--- config.mk ---
export PLATFORM = sky130hd
export DESIGN_NAME = mem_addr_sel_ctrl
export DESIGN_NICKNAME = d
export VERILOG_FILES = /design/src/rtl/mem_addr_sel_ctrl.sv
export SDC_FILE = /design/constraint.sdc
export NUM_CORES = 1
export LEC_CHECK = 0
export BUFFER_PORTS_ARGS = -buffer_cell sky130_fd_sc_hd__buf_2
export CAP_MARGIN = 0
export CORE_MARGIN = 10
export CORE_UTILIZATION = 46
export DETAILED_ROUTE_END_ITERATION = 8
export PLACE_DENSITY = 0.89
export SYNTH_ARGS = -nofsm -noshare
export SYNTH_HDL_FRONTEND = slang
export SYNTH_SLANG_ARGS = --single-unit
--- constraint.sdc ---
create_clock -name clk -period 4.3 [get_ports clk]
set_input_delay 0.86 -clock clk [delete_from_list [all_inputs] [get_ports clk]]
set_output_delay 0.86 -clock clk [all_outputs]
set_load 0.02 [all_outputs]
--- src/rtl/mem_addr_sel_ctrl.sv ---
// mem_addr_sel_ctrl: selects one of NSRC address sources on a request and checks it.
// It holds the address on the memory port until mem_ack, or until the wait times out.
module mem_addr_sel_ctrl #(
  parameter int WIDTH   = 32,
  parameter int NSRC    = 5,
  parameter int SEL_W   = 3,
  parameter int TIMEOUT = 16
) (
  input  logic                  clk,
  input  logic                  reset_n,
  input  logic [NSRC*WIDTH-1:0] src_flat,
  input  logic [SEL_W-1:0]      sel,
  input  logic [1:0]            size,
  input  logic                  req,
  input  logic                  mem_ack,
  output logic [WIDTH-1:0]      mem_addr,
  output logic                  mem_req,
  output logic                  busy,
  output logic                  done,
  output logic                  err,
  output logic [1:0]            err_code
);
  localparam int CW = $clog2(TIMEOUT);
  typedef enum logic [1:0] {IDLE, WAIT, ERR} state_t;
  state_t           state_q, state_d;
  logic [CW-1:0]    cnt_q, cnt_d;
  logic [WIDTH-1:0] addr_q, addr_d, cand;
  logic             req_q, req_d, done_q, done_d, err_q, err_d;
  logic [1:0]       code_q, code_d;
  logic             sel_ok, mis;
  always_comb begin
    cand = '0;
    for (int i = 0; i < NSRC; i++)
      if (int'(sel) == i) cand = src_flat[i*WIDTH +: WIDTH];
  end
  assign sel_ok = int'(sel) < NSRC;
  // reserved size 11 checks as a word access
  assign mis = size[1] ? |cand[1:0] : size[0] & cand[0];
  always_comb begin
    state_d = state_q;
    cnt_d   = cnt_q;
    addr_d  = addr_q;
    req_d   = req_q;
    code_d  = code_q;
    done_d  = 1'b0;
    err_d   = 1'b0;
    case (state_q)
      IDLE: if (req) begin
        if (!sel_ok || mis) begin
          code_d  = sel_ok ? 2'b10 : 2'b01;
          err_d   = 1'b1;
          state_d = ERR;
        end else begin
          addr_d  = cand;
          req_d   = 1'b1;
          code_d  = 2'b00;
          cnt_d   = '0;
          state_d = WAIT;
        end
      end
      WAIT: if (mem_ack) begin
        req_d   = 1'b0;
        done_d  = 1'b1;
        state_d = IDLE;
      end else if (cnt_q == CW'(TIMEOUT - 1)) begin
        req_d   = 1'b0;
        code_d  = 2'b11;
        err_d   = 1'b1;
        state_d = ERR;
      end else begin
        cnt_d = cnt_q + CW'(1);
      end
      default: state_d = IDLE;
    endcase
  end
  always_ff @(posedge clk or negedge reset_n) begin
    if (!reset_n) begin
      state_q <= IDLE;
      cnt_q   <= '0;
      addr_q  <= '0;
      req_q   <= 1'b0;
      done_q  <= 1'b0;
      err_q   <= 1'b0;
      code_q  <= 2'b00;
    end else begin
      state_q <= state_d;
      cnt_q   <= cnt_d;
      addr_q  <= addr_d;
      req_q   <= req_d;
      done_q  <= done_d;
      err_q   <= err_d;
      code_q  <= code_d;
    end
  end
  assign mem_addr = addr_q;
  assign mem_req  = req_q;
  assign busy     = state_q != IDLE;
  assign done     = done_q;
  assign err      = err_q;
  assign err_code = code_q;
endmodule
==> results.md <==
- Status: finished, final reports clean
- Register area share after synthesis: 35.09%
- Post-synth EDFFs: 0
- P_leak: 2.244 nW
- Mapped Avg Cell Area: 11.19 sq um
- Most common cell after layout, fill and taps aside: buf_2
- Crit start category: input port
- Syn Nets: 444
- Layout cells sized above 1: 59.92%
- Clock network power share: 14.7%
- Sw Share: 37.84%
- CTS clk-pin slew, worst paths: 0.08 ns
- Synth Register Bits: 43
- Crit. Startpoint: sel[2]
- First-pass GRT wire length: 16.46 mm
- Total global-route track usage: 20.44%
- Max-cap violations: 0
- Highest clock rate: 0.3101 GHz
- Synth area leaders: dfrtp_1 35%, mux4_2 22%, mux2_4 14%
- Nets@finish: 643
- P_int: 0.001047 W
- Critical Path AT: 3.40 ns
- Die width: 101.7 um
- Commonest non-fill, non-tap cells in the layout: 206 x buf_2, 43 x dfrtp_1, 38 x o21ai_0
- Setup TNS: 0 ns
- DR WL/cell: 19.58 um
- Synth area leader: dfrtp_1
- Final WL: 10.81 mm
- Hold WC Path Type: flop to flop
- Post-CTS Resized: 0
- I/O pin cnt: 207
- Unrepaired setup endpoints after global routing: no
- Fin. max-slew vios: 0
- Grt ovf: 0
- Dpl hpwl: 9.168 mm
- Post-synth ARST share: 100.0%
- Max IR drop VDD: 0.0001914 V
- Post-CTS setup buffer count: 0
- Slew HR: 36.35%
- Cell variety after synth: 32
- Clock latency on the worst-skew pair: 0.29 ns
- RD Place Congestion: 0.8774
- Final setup fails: 0
- Vias in the first global route: 3,331
- Largest net degree at the start of global routing: 44
- Filler cell count: 522
- Count of final hold-check violations: 0
- Inserted Clock Buffers: 5
- Tot Pwr: 0.001685 W
- Slew @ Worst Pin: 0.9547 ns
- Drt drc: 0
- Hold Startpoint: mem_addr[24]
- Hold Path Sink: mem_addr[24]
- Area occupied by multi-input gates: 0.001769 sq mm
- TritonCTS clock tree: yes
- Core area: 0.006422 sq mm
- Critical-path maximum fanout: 36
- CP endpoint kind: flop
- H-tree depth: 2
- P&R area growth vs syn: 37.78%
- Combinational share of power: 47.2%
- Clk root buf: clkbuf_8
- RR Startpoint: state_q[0]
- Final period utilization: 75.00%
- Routed Antenna Nets: 0
- Reg2Reg Depth: 5
- Synth Flop Type: dfrtp_1
- Power Dens Cells: 398.8 mW/mm^2
- CP delay by family, top: buffers and inverters
- Synth top area share: 35.09%
- Post-DR vias/cell: 5.257
- Slowest CP cell: nor2_4
- Die area: 0.01033 sq mm
- Die height: 101.7 um
- FF/Latch Area: 0.001076 sq mm
- Worst Setup Path Type: input port to flop
- Slowest stage delay, CP: 0.54 ns
- Initial DRT Pass Iterations: 5
- Maximum clock path buffer count: 2
- Worst-path cell chain: buf_2 > mux2i_1 > o32ai_1 > a31oi_1 > a32oi_2 > nor2_4 > buf_12 > mux2_4
- Antenna violations before repair: 1
- Syn. warnings: 0
- CTS hold repair buffers: 0
- Area of the mapped netlist: 0.003067 sq mm
- Min cycle time layout: 3.225 ns
- Register-to-register setup slack: 2.21 ns
- Setup Skew: 0.002033 ns
- Initial core utilization: 47.75%
- Switching pwr: 0.0006376 W
- Clk sinks: 43
- Buffers added on ports: 206
- CP Data Required Time: 4.48 ns
- Vias: 2,902
- Hold Path Stages: 1
- Row cnt: 29
- Sequential power share: 38.1%
- Syn Inst Count: 274
- DRT iter0 DRCs: 97
- R2R Path End: mem_addr[17]
- CP bufs+invs: 2
[synth_stat cells (2+ instances only)]
cell / count
mux2_4: 28
buf_2: 4
nor2_1: 10
o21ai_0: 38
buf_4: 2
xor2_1: 2
inv_1: 33
nand2b_1: 3
dfrtp_1: 43
mux4_2: 30
buf_6: 3
mux2_2: 3
clkbuf_1: 8
and2_1: 2
nand2_1: 37
a31oi_1: 4
mux2i_1: 5
a21oi_1: 4
nor2b_1: 2
[stage by stage]
| step | cells | hold slack, ns | util (%) | setup WS [ns] | area (sq um) |
|---|---|---|---|---|---|
| after floorplan | 274 | 0.4781 | - | 1.788 | 3067 |
| after global placement | 543 | 0.4887 | 64.45 | 0.9238 | 4139 |
| after detailed placement | 543 | 0.4935 | 64.45 | 0.7864 | 4139 |
| after CTS | 551 | 0.5171 | 65.75 | 1.101 | 4223 |
| after global routing | 552 | 0.5352 | 65.79 | 0.8799 | 4225 |
| final | 552 | 0.5129 | 65.79 | 1.075 | 4225 |
[area by class of cell]
cell class / count / area share [%]
inverters: 33 / 2.932
repair buffers: 210 / 25.41
clock buffers: 5 / 1.629
multi-input cells: 180 / 41.87
diodes: 1 / 0.05922
clock inverters: 3 / 0.3553
well taps: 77 / 2.280
flip-flops and latches: 43 / 25.47
[worst max-delay path by stage]
| stage | to | slack, ns | depth (start not counted) |
|---|---|---|---|
| after detailed placement | mem_addr[17] | 0.79 | 8 |
| after global placement | mem_addr[30] | 0.92 | 8 |
| after global routing | mem_addr[25] | 0.88 | 8 |
| final | mem_addr[17] | 1.07 | 8 |
| after CTS | mem_addr[17] | 1.10 | 8 |
| after floorplan | mem_addr[10] | 1.79 | 8 |
[flip-flops by register name, summed over array words and instances (netlist names)]
register	cells
cnt_q	4
done	1
err	1
err_code	2
mem_addr	32
mem_req	1
state_q	2
[power by group through the flow]
stage | clock (W) | sequential, W | combinational [W]
after detailed placement | 0 | 0.000646 | 0.000809
final | 0.000248 | 0.000642 | 0.000795
after CTS | 0.000253 | 0.000643 | 0.000807
after global placement | 0 | 0.000640 | 0.000781
after floorplan | 0 | 0.000798 | 0.000346
after global routing | 0.000275 | 0.000662 | 0.000851
[kinds of logic (layout without fill, tap and decap cells)]
| family | after synthesis | count (layout) | synth area share, % |
|---|---|---|---|
| xor gates and xnor gates | 2 | 2 | 0.5713 |
| AOI/OAI and AO/OA | 50 | 50 | 9.262 |
| buffers and inverters | 51 | 251 | 7.385 |
| muxes | 66 | 66 | 38.47 |
| other | 0 | 1 | 0 |
| and+or+nand+nor | 61 | 61 | 8.813 |
| adders and majority gates | 1 | 1 | 0.4079 |
| DFF | 43 | 43 | 35.09 |
[per-layer routing]
layer / share of wire (%) / track usage [%] / routed length (um)
met5: 0 / 0 / 0
met4: 1.3 / 4.840 / 136
met3: 9.7 / 8.169 / 1046
met2: 53 / 37.67 / 5738
met1: 36 / 21.18 / 3888
(Power assumes the default switching activity.)
